`src/rtl/vga_pkg.sv`:
```
// rtl/vga_pkg.sv - 720p timing constants, scan-out modes and colour helpers
package vga_pkg;
    localparam int H_VISIBLE = 1280;
    localparam int H_TOTAL   = 1650;
    localparam int V_VISIBLE = 720;
    localparam int V_TOTAL   = 750;
    localparam int FB_W      = 320;
    localparam int BAR_W     = 160;

    typedef enum logic [1:0] {
        MODE_FB      = 2'd0,
        MODE_BARS    = 2'd1,
        MODE_CHECKER = 2'd2,
        MODE_SOLID   = 2'd3
    } scan_mode_t;

    function automatic logic [23:0] bar_colour(input logic [2:0] bar);
        case (bar)
            3'd0:    return 24'hFFFFFF;
            3'd1:    return 24'hFFFF00;
            3'd2:    return 24'h00FFFF;
            3'd3:    return 24'h00FF00;
            3'd4:    return 24'hFF00FF;
            3'd5:    return 24'hFF0000;
            3'd6:    return 24'h0000FF;
            default: return 24'h000000;
        endcase
    endfunction

    // Threshold compares instead of a divide by BAR_W; blanking positions clamp to the last bar.
    function automatic logic [2:0] bar_index(input logic [10:0] h);
        logic [2:0] idx;
        idx = 3'd0;
        for (int i = 1; i < 8; i++) begin
            if (h >= 11'(i * BAR_W)) idx = 3'(i);
        end
        return idx;
    endfunction

    function automatic logic [23:0] expand_rgb332(input logic [7:0] i);
        return {i[7:5], i[7:5], i[7:6], i[4:2], i[4:2], i[4:3], {4{i[1:0]}}};
    endfunction
endpackage

```
`src/rtl/vga_delay_line.sv`:
```
// rtl/vga_delay_line.sv - resettable fixed-depth shift register for pipeline alignment
module vga_delay_line #(
    parameter int WIDTH = 1,
    parameter int DEPTH = 1
) (
    input  logic             clk,
    input  logic             reset,
    input  logic [WIDTH-1:0] d,
    output logic [WIDTH-1:0] q
);
    logic [WIDTH-1:0] stages [DEPTH];

    always_ff @(posedge clk) begin
        if (reset) begin
            for (int i = 0; i < DEPTH; i++) stages[i] <= '0;
        end else begin
            stages[0] <= d;
            for (int i = 1; i < DEPTH; i++) stages[i] <= stages[i-1];
        end
    end

    assign q = stages[DEPTH-1];
endmodule

```
`src/rtl/vga_scanout_pipe.sv`:
```
// rtl/vga_scanout_pipe.sv - 720p pixel stage: framebuffer fetch, test patterns, aligned RGB/sync output
module vga_scanout_pipe
    import vga_pkg::*;
#(
    parameter int FB_LAT = 1
) (
    input  logic        pixel_clk,
    input  logic        reset,
    input  logic [10:0] h_counter,
    input  logic [9:0]  v_counter,
    input  logic        display_enable,
    input  logic        h_sync_in,
    input  logic        v_sync_in,
    input  logic [1:0]  mode,
    input  logic [23:0] solid_rgb,
    output logic [15:0] fb_addr,
    output logic        fb_rd_en,
    input  logic [7:0]  fb_rdata,
    output logic [23:0] rgb_out,
    output logic        de_out,
    output logic        h_sync_out,
    output logic        v_sync_out,
    output logic        frame_start
);
    localparam int A_W = 28;

    if (FB_LAT < 1 || FB_LAT > 4) begin : g_bad_fb_lat
        $fatal(1, "vga_scanout_pipe: FB_LAT=%0d outside 1..4", FB_LAT);
    end

    logic        frame_origin;
    logic        line_end;
    logic [9:0]  v_next;
    logic [7:0]  next_row;
    logic [15:0] line_base;
    scan_mode_t  mode_q;
    scan_mode_t  mode_eff;
    logic [23:0] solid_q;
    logic [23:0] solid_eff;
    logic [23:0] pattern;
    logic        de_a;
    scan_mode_t  mode_a;
    logic        fs_a;
    logic [23:0] pat_a;
    logic [A_W-1:0] a_bus;
    logic [A_W-1:0] a_late;
    logic        de_l;
    logic [1:0]  mode_l;
    logic        fs_l;
    logic [23:0] pat_l;
    logic [1:0]  sync_late;

    assign frame_origin = (h_counter == 11'd0) && (v_counter == 10'd0);
    assign line_end     = (h_counter == 11'(H_TOTAL - 1));
    assign v_next       = (v_counter == 10'(V_TOTAL - 1)) ? 10'd0 : v_counter + 10'd1;
    assign next_row     = v_next[9:2];

    // The first pixel of a frame already uses the mode sampled on that same cycle.
    assign mode_eff  = frame_origin ? scan_mode_t'(mode) : mode_q;
    assign solid_eff = frame_origin ? solid_rgb : solid_q;

    always_comb begin
        pattern = 24'h000000;
        case (mode_eff)
            MODE_BARS:    pattern = bar_colour(bar_index(h_counter));
            MODE_CHECKER: pattern = (h_counter[5] ^ v_counter[5]) ? 24'hFFFFFF : 24'h000000;
            MODE_SOLID:   pattern = solid_eff;
            default:      pattern = 24'h000000;
        endcase
    end

    always_ff @(posedge pixel_clk) begin
        if (reset) begin
            line_base <= '0;
            mode_q    <= MODE_FB;
            solid_q   <= '0;
            fb_rd_en  <= 1'b0;
            fb_addr   <= '0;
            de_a      <= 1'b0;
            mode_a    <= MODE_FB;
            fs_a      <= 1'b0;
            pat_a     <= '0;
        end else begin
            // row * 320 as row*256 + row*64
            if (line_end) line_base <= ({8'd0, next_row} << 8) + ({8'd0, next_row} << 6);
            if (frame_origin) begin
                mode_q  <= scan_mode_t'(mode);
                solid_q <= solid_rgb;
            end
            fb_rd_en <= display_enable && (mode_eff == MODE_FB);
            fb_addr  <= line_base + {7'd0, h_counter[10:2]};
            de_a     <= display_enable;
            mode_a   <= mode_eff;
            fs_a     <= frame_origin;
            pat_a    <= pattern;
        end
    end

    assign a_bus = {de_a, mode_a, fs_a, pat_a};

    vga_delay_line #(.WIDTH(A_W), .DEPTH(FB_LAT)) u_stage_delay (
        .clk   (pixel_clk),
        .reset (reset),
        .d     (a_bus),
        .q     (a_late)
    );

    assign {de_l, mode_l, fs_l, pat_l} = a_late;

    // Syncs arrive one cycle late already, so they need one stage fewer than the data path.
    vga_delay_line #(.WIDTH(2), .DEPTH(FB_LAT + 1)) u_sync_delay (
        .clk   (pixel_clk),
        .reset (reset),
        .d     ({h_sync_in, v_sync_in}),
        .q     (sync_late)
    );

    assign h_sync_out = sync_late[1];
    assign v_sync_out = sync_late[0];

    always_ff @(posedge pixel_clk) begin
        if (reset) begin
            rgb_out     <= '0;
            de_out      <= 1'b0;
            frame_start <= 1'b0;
        end else begin
            de_out      <= de_l;
            frame_start <= fs_l;
            if (!de_l)                  rgb_out <= '0;
            else if (mode_l == MODE_FB) rgb_out <= expand_rgb332(fb_rdata);
            else                        rgb_out <= pat_l;
        end
    end
endmodule

```
`config.mk`:
```
export PLATFORM = sky130hd
export DESIGN_NAME = vga_scanout_pipe
export DESIGN_NICKNAME = d
export VERILOG_FILES = /design/src/rtl/vga_pkg.sv /design/src/rtl/vga_delay_line.sv /design/src/rtl/vga_scanout_pipe.sv
export SDC_FILE = /design/constraint.sdc
export NUM_CORES = 1
export LEC_CHECK = 0
export CAP_MARGIN = 20
export CORE_UTILIZATION = 51
export CTS_CLUSTER_DIAMETER = 100
export DETAILED_ROUTE_END_ITERATION = 12
export GPL_TIMING_DRIVEN = 0
export PLACE_DENSITY = 0.78
export SLEW_MARGIN = 25
export SYNTH_ARGS = -nofsm -noshare
export SYNTH_HDL_FRONTEND = slang
export SYNTH_HIERARCHICAL = 1
export SYNTH_SLANG_ARGS = --single-unit
export TNS_END_PERCENT = 30
```
`constraint.sdc`:
```
create_clock -name pixel_clk -period 4.3 [get_ports pixel_clk]
set_clock_uncertainty 0.15 [all_clocks]
set_input_delay 0.86 -clock pixel_clk [delete_from_list [all_inputs] [get_ports pixel_clk]]
set_output_delay 0.86 -clock pixel_clk [all_outputs]
set_load 0.1 [all_outputs]
```
==> flow_summary.rst, run 1 <==
.. list-table::
   :header-rows: 1

   * - Metric
     - Value
   * - Cells after Synth
     - 554
   * - Seq cells post-synth
     - ~140
   * - Number of global-route vias before repair
     - 4134
   * - Comb power frac
     - 0.088
   * - Post-synth ARST share
     - 0
   * - Syn Area/Cell
     - about 9.5 um2
   * - Top-area cell type share of the netlist area
     - 0.5205
   * - Average via count per standard cell
     - about 5
   * - Internal power of the cells
     - 2.251 mW
   * - Data required, critical path
     - around 4600 ps
   * - Total via count in the routed design
     - around 4100
   * - Router iterations before antenna repair
     - 4
   * - Clock tree from TritonCTS
     - yes
   * - Cell area power density
     - approximately 430 nW/um2
   * - Transition time at the pin with the least slew margin
     - just under 1000 ps
   * - Die width
     - a little over 100 um
   * - Static leakage power
     - 2.595 nW
   * - List of most frequent post-synthesis cells
     - sky130_fd_sc_hd__dfxtp_1 (137), sky130_fd_sc_hd__nand2_1 (63), sky130_fd_sc_hd__nor2_1 (53)
   * - Core Area
     - ~9900 um2
   * - CTS root buffer
     - sky130_fd_sc_hd__clkbuf_8
   * - Endpoints failing setup
     - 0
   * - Critical Path Fanout Max
     - 6
   * - Period Utilization, post-route
     - 0.8493
   * - Largest net degree at the start of global routing
     - 18
   * - Overall die area
     - 10740 um2
   * - Most area-hungry cell type in the Yosys netlist
     - sky130_fd_sc_hd__dfxtp_1
   * - Total Negative Setup Slacks
     - 0 ps
   * - Max-slew violation total from the final report
     - 0
   * - Clock power frac
     - 0.488
   * - Number of antenna violations at the first check in global routing
     - 0
   * - Startpoint class of the critical path
     - input port
   * - Period minus WS final
     - 3652 ps
   * - Post-synthesis instance area
     - approximately 5300 um2
   * - Highest attainable clock frequency
     - about 270 MHz
   * - Final #Nets
     - 747
   * - Switching part of the total power
     - 0.2574
   * - Data arrival, critical path
     - ~4000 ps
   * - Dominant register cell in the synthesized netlist
     - sky130_fd_sc_hd__dfxtp_1
   * - Clock insertion delay at the later pin of the skew report
     - between 500 and 600 ps
   * - Gr usage total
     - 0.2267
   * - Global-route wire length before repair
     - 19.39 mm
   * - Psw
     - between 0.7 and 0.8 mW
   * - Half-perimeter wire length after placement
     - slightly above 8 mm
   * - Vertical extent of the die
     - around 100 um
   * - Layout overhead on the synthesized area
     - 34.34%
   * - Type of destination of the critical path
     - flop
   * - Remaining global-route overflow
     - 0
   * - Worst slew margin relative to its limit
     - 0.3444
   * - Most common cell in the netlist
     - sky130_fd_sc_hd__dfxtp_1
   * - Remaining antenna violation count
     - 0
   * - Net count after synthesis
     - about 630
   * - Fraction of power consumed by sequential logic
     - 0.423
   * - Standard-cell row count
     - 36
   * - Cts repair resizes
     - 0
   * - Type of the tightest min-delay check
     - flop to flop
   * - Effective utilization at floorplan
     - 0.5317
   * - Iteration-0 DRC count of the detailed router
     - just over 200
   * - Routability Congestion
     - roughly 0.81
   * - Proportion of synthesized chip area in sequential cells
     - 0.5205
   * - Remaining routing DRC violations
     - 0
   * - Buffers inserted by post-CTS timing repair
     - 0
   * - Routed wire per std cell
     - between 10 and 15 um
   * - Count of cell types in the netlist
     - 54
   * - Worst supply voltage drop on vdd
     - around 0.00024 V
   * - Total inserted antenna cells
     - 0
   * - Outcome
     - completed
   * - Unrepaired setup endpoints after global routing
     - false
   * - Total CTS buffers
     - 17
   * - Clk sink count
     - around 140
   * - Final Routed Wirelength
     - 11.48 mm
   * - Count of H-tree levels built during CTS
     - 4
   * - Largest cells by area after synthesis
     - sky130_fd_sc_hd__dfxtp_1 (52%), sky130_fd_sc_hd__a21oi_1 (4.8%), sky130_fd_sc_hd__nor2b_1 (4.5%)
   * - Endpoints failing hold
     - 0
   * - EDFF count, synth
     - 0
   * - Type of the worst setup path
     - input port to flop
   * - Reported max-cap violation count
     - 0
   * - Buffer levels on the longest clock path
     - 2
   * - Cts-stage hold buffer count
     - 0
   * - IO Count
     - 105
   * - Buffers added on ports
     - 103
   * - Ratio of cells with drive above 1 in the final layout
     - 0.09144
   * - Clock-pin slew on the worst setup and hold paths
     - around 60 ps
   * - Yosys Warn Count
     - 6
   * - Final core occ
     - 0.7143
routing by layer:
layer	routed length, um	track usage
met1	4917	0.2547
met2	5783	0.4032
met5	0	0
met3	621	0.06608
met4	158	0.08696
power groups by stage:
stage | Sequential [mW] | Combinational (mW) | Clock [mW]
floorplan | 1.38 | 0.0919 | 0
global placement | 1.31 | 0.261 | 0
detailed placement | 1.31 | 0.266 | 0
CTS | 1.28 | 0.267 | 1.50
global route | 1.28 | 0.284 | 1.55
finish | 1.28 | 0.268 | 1.48
cells in the final DEF, fill, tap and decap left out, drive strengths merged, types with 2 or more instances in the layout:
| master | n |
|---|---|
| or2 | 10 |
| nor2 | 53 |
| dfxtp | 137 |
| a21o | 2 |
| nand2b | 5 |
| nand2 | 63 |
| nor2b | 38 |
| mux2i | 25 |
| o31ai | 2 |
| xor2 | 12 |
| or3 | 6 |
| xnor2 | 5 |
| ha | 9 |
| o21ai | 9 |
| a21oi | 51 |
| fa | 2 |
| o21bai | 3 |
| and2 | 2 |
| and2b | 9 |
| o21a | 9 |
| clkdlybuf4s50 | 103 |
| nor3b | 2 |
| a31oi | 8 |
| nand3b | 2 |
| a211oi | 3 |
| nor3 | 9 |
| inv | 19 |
| nor4 | 2 |
| clkinv | 2 |
| bufinv | 2 |
| nand4 | 6 |
| a311oi | 2 |
| nand3 | 20 |
| buf | 16 |
| clkbuf | 32 |
final timing paths:
kind,cells after the start,to,slack (ps),from
worst max-delay path,11,line_base[15],650,v_counter[1]
worst min-delay path,1,u_stage_delay/stages[0][19],280,pat_a[19]
worst max register to register,7,fb_addr[12],2190,line_base[6]
worst min register to register,1,u_stage_delay/stages[0][19],280,pat_a[19]
kinds of logic (layout without fill, tap and decap cells):
| logic type | count (synthesis) | in the layout | share of synthesized area |
|---|---|---|---|
| flip-flops | 137 | 137 | 0.5205 |
| AND/OR/NAND/NOR | 231 | 231 | 0.2261 |
| multiplexers | 25 | 25 | 0.05058 |
| adder cells (fa/ha/maj) | 11 | 11 | 0.02897 |
| XOR/XNOR | 17 | 17 | 0.02826 |
| buffers and inverters | 40 | 175 | 0.04156 |
| AO/OA/AOI/OAI | 93 | 93 | 0.1040 |
cell type report:
cell class              instances  area [um2]
inverters                       9       33.78
well taps                     133       166.4
repair buffers                103        1031
fillers                       741        2831
clock inverters                15       197.7
clock buffers                  17       414.1
flip-flops and latches        137        2743
multi-input cells             377        2307
plain buffers                  31       185.2
critical path: stages:
cell and delay (ps):
sky130_fd_sc_hd__clkdlybuf4s50_1 460, sky130_fd_sc_hd__or3_1 420, sky130_fd_sc_hd__nor3b_1 540, sky130_fd_sc_hd__nand2b_1 250, sky130_fd_sc_hd__inv_1 80, sky130_fd_sc_hd__ha_1 300, sky130_fd_sc_hd__a211oi_1 380, sky130_fd_sc_hd__o21ai_0 170
sky130_fd_sc_hd__o2111ai_1 140, sky130_fd_sc_hd__nand2_1 80, sky130_fd_sc_hd__a311oi_1 240
sequential cells by signal (all words and copies together), names as in the netlist, 2 cells and up:
| name | flops |
|---|---|
| fb_addr | 16 |
| u_sync_delay/stages | 4 |
| line_base | 10 |
| rgb_out | 24 |
| mode_a | 2 |
| u_stage_delay/stages | 28 |
| solid_q | 24 |
| pat_a | 24 |
metrics by stage:
step / instances / power (mW) / hold slack (ps) / worst slack, ps / instance area, um2
3_3_place_gp: 790 / 1.572 / 272.9 / 303.4 / 6466
4_1_cts: 822 / 3.050 / 283.4 / 751.6 / 7078
6_report: 822 / 3.031 / 283.6 / 648.0 / 7078
5_1_grt: 822 / 3.118 / 299.1 / 421.0 / 7078
3_5_place_dp: 790 / 1.577 / 274.6 / 223.6 / 6466
2_1_floorplan: 554 / 1.469 / 263.8 / 942.0 / 5269
Note: power is estimated with default switching activity, not from simulation.
==> run 2, diff against run 1 <==
CORE_UTILIZATION = 46   (was 51)
PLACE_DENSITY = 0.74   (was 0.78)
clock period = 3.2 ns   (was 4.3 ns; I/O delays follow)
==> run 2 against run 1 <==
  * Power grew 36%
  * Combinational power grew 41%
  * First-iteration DRC count shrank 4.5%
  * Design area grew 1.6%
  * Sequential cell count is the same
  * Clock power grew 37%
==> flow_summary.rst, run 2 (synthesis results as in run 1) <==
.. list-table::
   :header-rows: 1

   * - Metric
     - Value
   * - Total of fill cells in the finished design
     - 896 (+21%)
   * - Remaining global-route overflow
     - 0 (unchanged)
   * - Total CTS buffers
     - 17 (unchanged)
   * - Combined area of the multi-input logic cells
     - 2392 um2 (+3.7%)
   * - IO Count
     - 105 (unchanged)
   * - Type of destination of the critical path
     - flop
   * - Top register by number of flip-flops
     - u_stage_delay/stages
   * - Endpoints failing hold
     - 0 (unchanged)
   * - Register area
     - 2743 um2 (unchanged)
   * - Critical path cell sequence
     - clkdlybuf4s50_1 > and3_4 > nor3b_4 > nand2b_4 > inv_1 > ha_4 > o21ai_0 > o21ai_1 > o2111ai_2 > or2_0 > a311oi_1
   * - Final #Nets
     - 747 (unchanged)
   * - Number of flip-flops under the largest register name
     - 28 (unchanged)
   * - Non-filler cells in the finished layout
     - 829 (+0.85%)
   * - Final core occ
     - 0.6550 (-0.05922)
   * - Standard-cell row count
     - 38 (+5.6%)
   * - Routed wire per std cell
     - 14.19 um (+1.6%)
   * - Layout overhead on the synthesized area
     - 36.55%
   * - Worst-case register-to-register setup slack
     - 1000 ps (-1190 ps)
   * - Transition time at the pin with the least slew margin
     - 1077 ps (+96.62 ps)
   * - Critical Path Fanout Max
     - 6 (unchanged)
   * - Highest attainable clock frequency
     - between 300 and 400 MHz
   * - Static leakage power
     - 2.667 nW (+2.8%)
   * - Stage delay of the slowest cell on the critical path
     - 580 ps (+40 ps)
   * - DP Cell Count
     - 797 (+0.89%)
   * - Endpoints failing setup
     - 0 (unchanged)
   * - Buffer levels on the longest clock path
     - 2 (unchanged)
   * - Startpoint of the worst setup timing path
     - v_counter[6]
   * - CTS root buffer
     - sky130_fd_sc_hd__clkbuf_16
   * - Bufs and invs on worst path
     - 2 (unchanged)
   * - Clock insertion delay at the later pin of the skew report
     - 410 ps (-110 ps)
   * - Routability Congestion
     - 0.9236 (+14%)
   * - Count of H-tree levels built during CTS
     - 4 (unchanged)
   * - R2R Path Start
     - line_base[6]
   * - Gr usage total
     - 0.1998 (-0.02688)
   * - Data required, critical path
     - 3360 ps (-1220 ps)
   * - Cts-stage hold buffer count
     - 0 (unchanged)
   * - Half-perimeter wire length after placement
     - 8.326 mm (+2.7%)
   * - Average via count per standard cell
     - 5.025 (about the same)
   * - Period Utilization, post-route
     - 0.9842
   * - Final Routed Wirelength
     - 11.76 mm (+2.4%)
   * - Capture point of the worst path
     - line_base[15]
   * - Area post-placement
     - 6475 um2 (+0.14%)
   * - Total via count in the routed design
     - 4166 (+0.82%)
   * - Cells on worst reg2reg path
     - 7 (unchanged)
   * - Largest net degree at the start of global routing
     - 18 (unchanged)
   * - Remaining antenna violation count
     - 0 (unchanged)
   * - Cell type group with the largest total delay on the critical path
     - simple AND/OR/NAND/NOR gates
   * - Global-route wire length before repair
     - 18.11 mm (-6.6%)
   * - Remaining routing DRC violations
     - 0 (unchanged)
   * - Buffers added on ports
     - 103 (unchanged)
   * - Overall die area
     - 11890 um2 (+11%)
   * - Number of gates on the worst path with buffers counted
     - 11 (unchanged)
   * - Clock tree from TritonCTS
     - yes
   * - Smallest hold slack
     - 284.2 ps (+0.6670 ps)
   * - Most common library cell in the layout ignoring fill and taps
     - sky130_fd_sc_hd__dfxtp_1
   * - Worst supply voltage drop on vdd
     - 0.0004442 V (+82%)
   * - Clk sink count
     - 137 (unchanged)
   * - Router iterations before antenna repair
     - 4 (unchanged)
   * - Period minus WS final
     - 3149 ps
   * - Iteration-0 DRC count of the detailed router
     - 193 (-4.5%)
   * - Worst slew margin relative to its limit
     - 0.2759 (-0.06851)
   * - Clock-pin slew on the worst setup and hold paths
     - 60 ps (about the same)
   * - Type of the tightest min-delay check
     - flop to flop
   * - Type of the worst setup path
     - input port to flop
   * - Number of global-route vias before repair
     - 3882 (-6.1%)
   * - Vertical extent of the die
     - 109.0 um (+5.2%)
   * - CP max stage cell
     - sky130_fd_sc_hd__clkdlybuf4s50_1
   * - Cell area after layout
     - 7194 um2 (+1.6%)
   * - Most used cells in the layout excluding fill and tap cells
     - sky130_fd_sc_hd__dfxtp_1 (137), sky130_fd_sc_hd__clkdlybuf4s50_1 (99), sky130_fd_sc_hd__nand2_1 (63)
   * - Cell area power density
     - 573.8 nW/um2 (+34%)
   * - End of the worst register-to-register path
     - fb_addr[12]
   * - Number of antenna violations at the first check in global routing
     - 0 (unchanged)
   * - Total inserted antenna cells
     - 0 (unchanged)
   * - Die width
     - 109.0 um (+5.2%)
   * - Outcome
     - completed
   * - Data arrival, critical path
     - 3310 ps (-620 ps)
   * - Ratio of cells with drive above 1 in the final layout
     - 0.1118 (+0.02032)
   * - Max-slew violation total from the final report
     - 0 (unchanged)
   * - Effective utilization at floorplan
     - 0.4797 (-0.05197)
   * - Startpoint class of the critical path
     - input port
   * - Reported max-cap violation count
     - 0 (unchanged)
   * - Core Area
     - 10980 um2 (+11%)
## run 2: changes by cell type in the layout (fill, tap and decap cells not counted), moves of 2 or more
cell and delta:
sky130_fd_sc_hd__dlymetal6s2s_1 +4, sky130_fd_sc_hd__ha_1 -2, sky130_fd_sc_hd__ha_4 +2, sky130_fd_sc_hd__clkdlybuf4s50_1 -4
## run 2: worst register-to-register path: cells and delay by family (launching register included)
kind,cells,cell delay (ps)
flip-flops,1,330
AND/OR/NAND/NOR,2,590
adder cells (fa/ha/maj),2,550
buffers and inverters,1,50
AO/OA/AOI/OAI,2,440
## run 2: area by class of cell
| class | count | area share |
|---|---|---|
| well taps | 140 | 0.02435 |
| repair buffers | 104 | 0.1457 |
| inverters | 9 | 0.004696 |
| multi-input cells | 377 | 0.3325 |
| flip-flops and latches | 137 | 0.3812 |
| clock inverters | 15 | 0.02713 |
| plain buffers | 30 | 0.02522 |
| clock buffers | 17 | 0.05913 |
## run 2: metrics by stage
step / setup slack [ps] / power, mW / TNS (ps)
floorplan: 61.99 / 1.974 / 0
global placement: -563.8 / 2.110 / -3564
detailed placement: -692.9 / 2.118 / -5240
CTS: 24.74 / 4.131 / 0
global route: -32.69 / 4.252 / -47.65
finish: 50.63 / 4.128 / 0
## run 2: worst min path at each step
stage,from,end,depth (start not counted)
finish,u_stage_delay/stages[0][20],rgb_out[20],2
global route,u_sync_delay/stages[0][1],u_sync_delay/stages[0][3],1
CTS,u_stage_delay/stages[0][20],rgb_out[20],2
detailed placement,pat_a[10],u_stage_delay/stages[0][10],1
global placement,u_sync_delay/stages[0][1],u_sync_delay/stages[0][3],1
floorplan,u_stage_delay/stages[0][24],frame_start,1
## run 2: power by group
group,internal [mW],switching [mW],leakage (nW)
Combinational,0.153,0.224,1.26
Sequential,1.72,0.00349,1.11
Clock,1.20,0.829,0.303
## run 2: routing by layer
metal  global-route usage  routed length [um]  vias up
met5                    0                   0        -
li1                     -                   -     2110
met1               0.2273                5022     1921
met2               0.3693                6100      121
met3              0.03288                 468       14
met4              0.07819                 169        0
## run 2: timing repair
| action | 4_1_cts | 5_1_grt |
|---|---|---|
| pin swaps | 0 | 6 |
| gates resized for setup | 3 | 17 |
| hold endpoints to repair | 0 | 0 |
| setup endpoints to repair | 4 | 4 |
| buffers inserted | 0 | 1 |
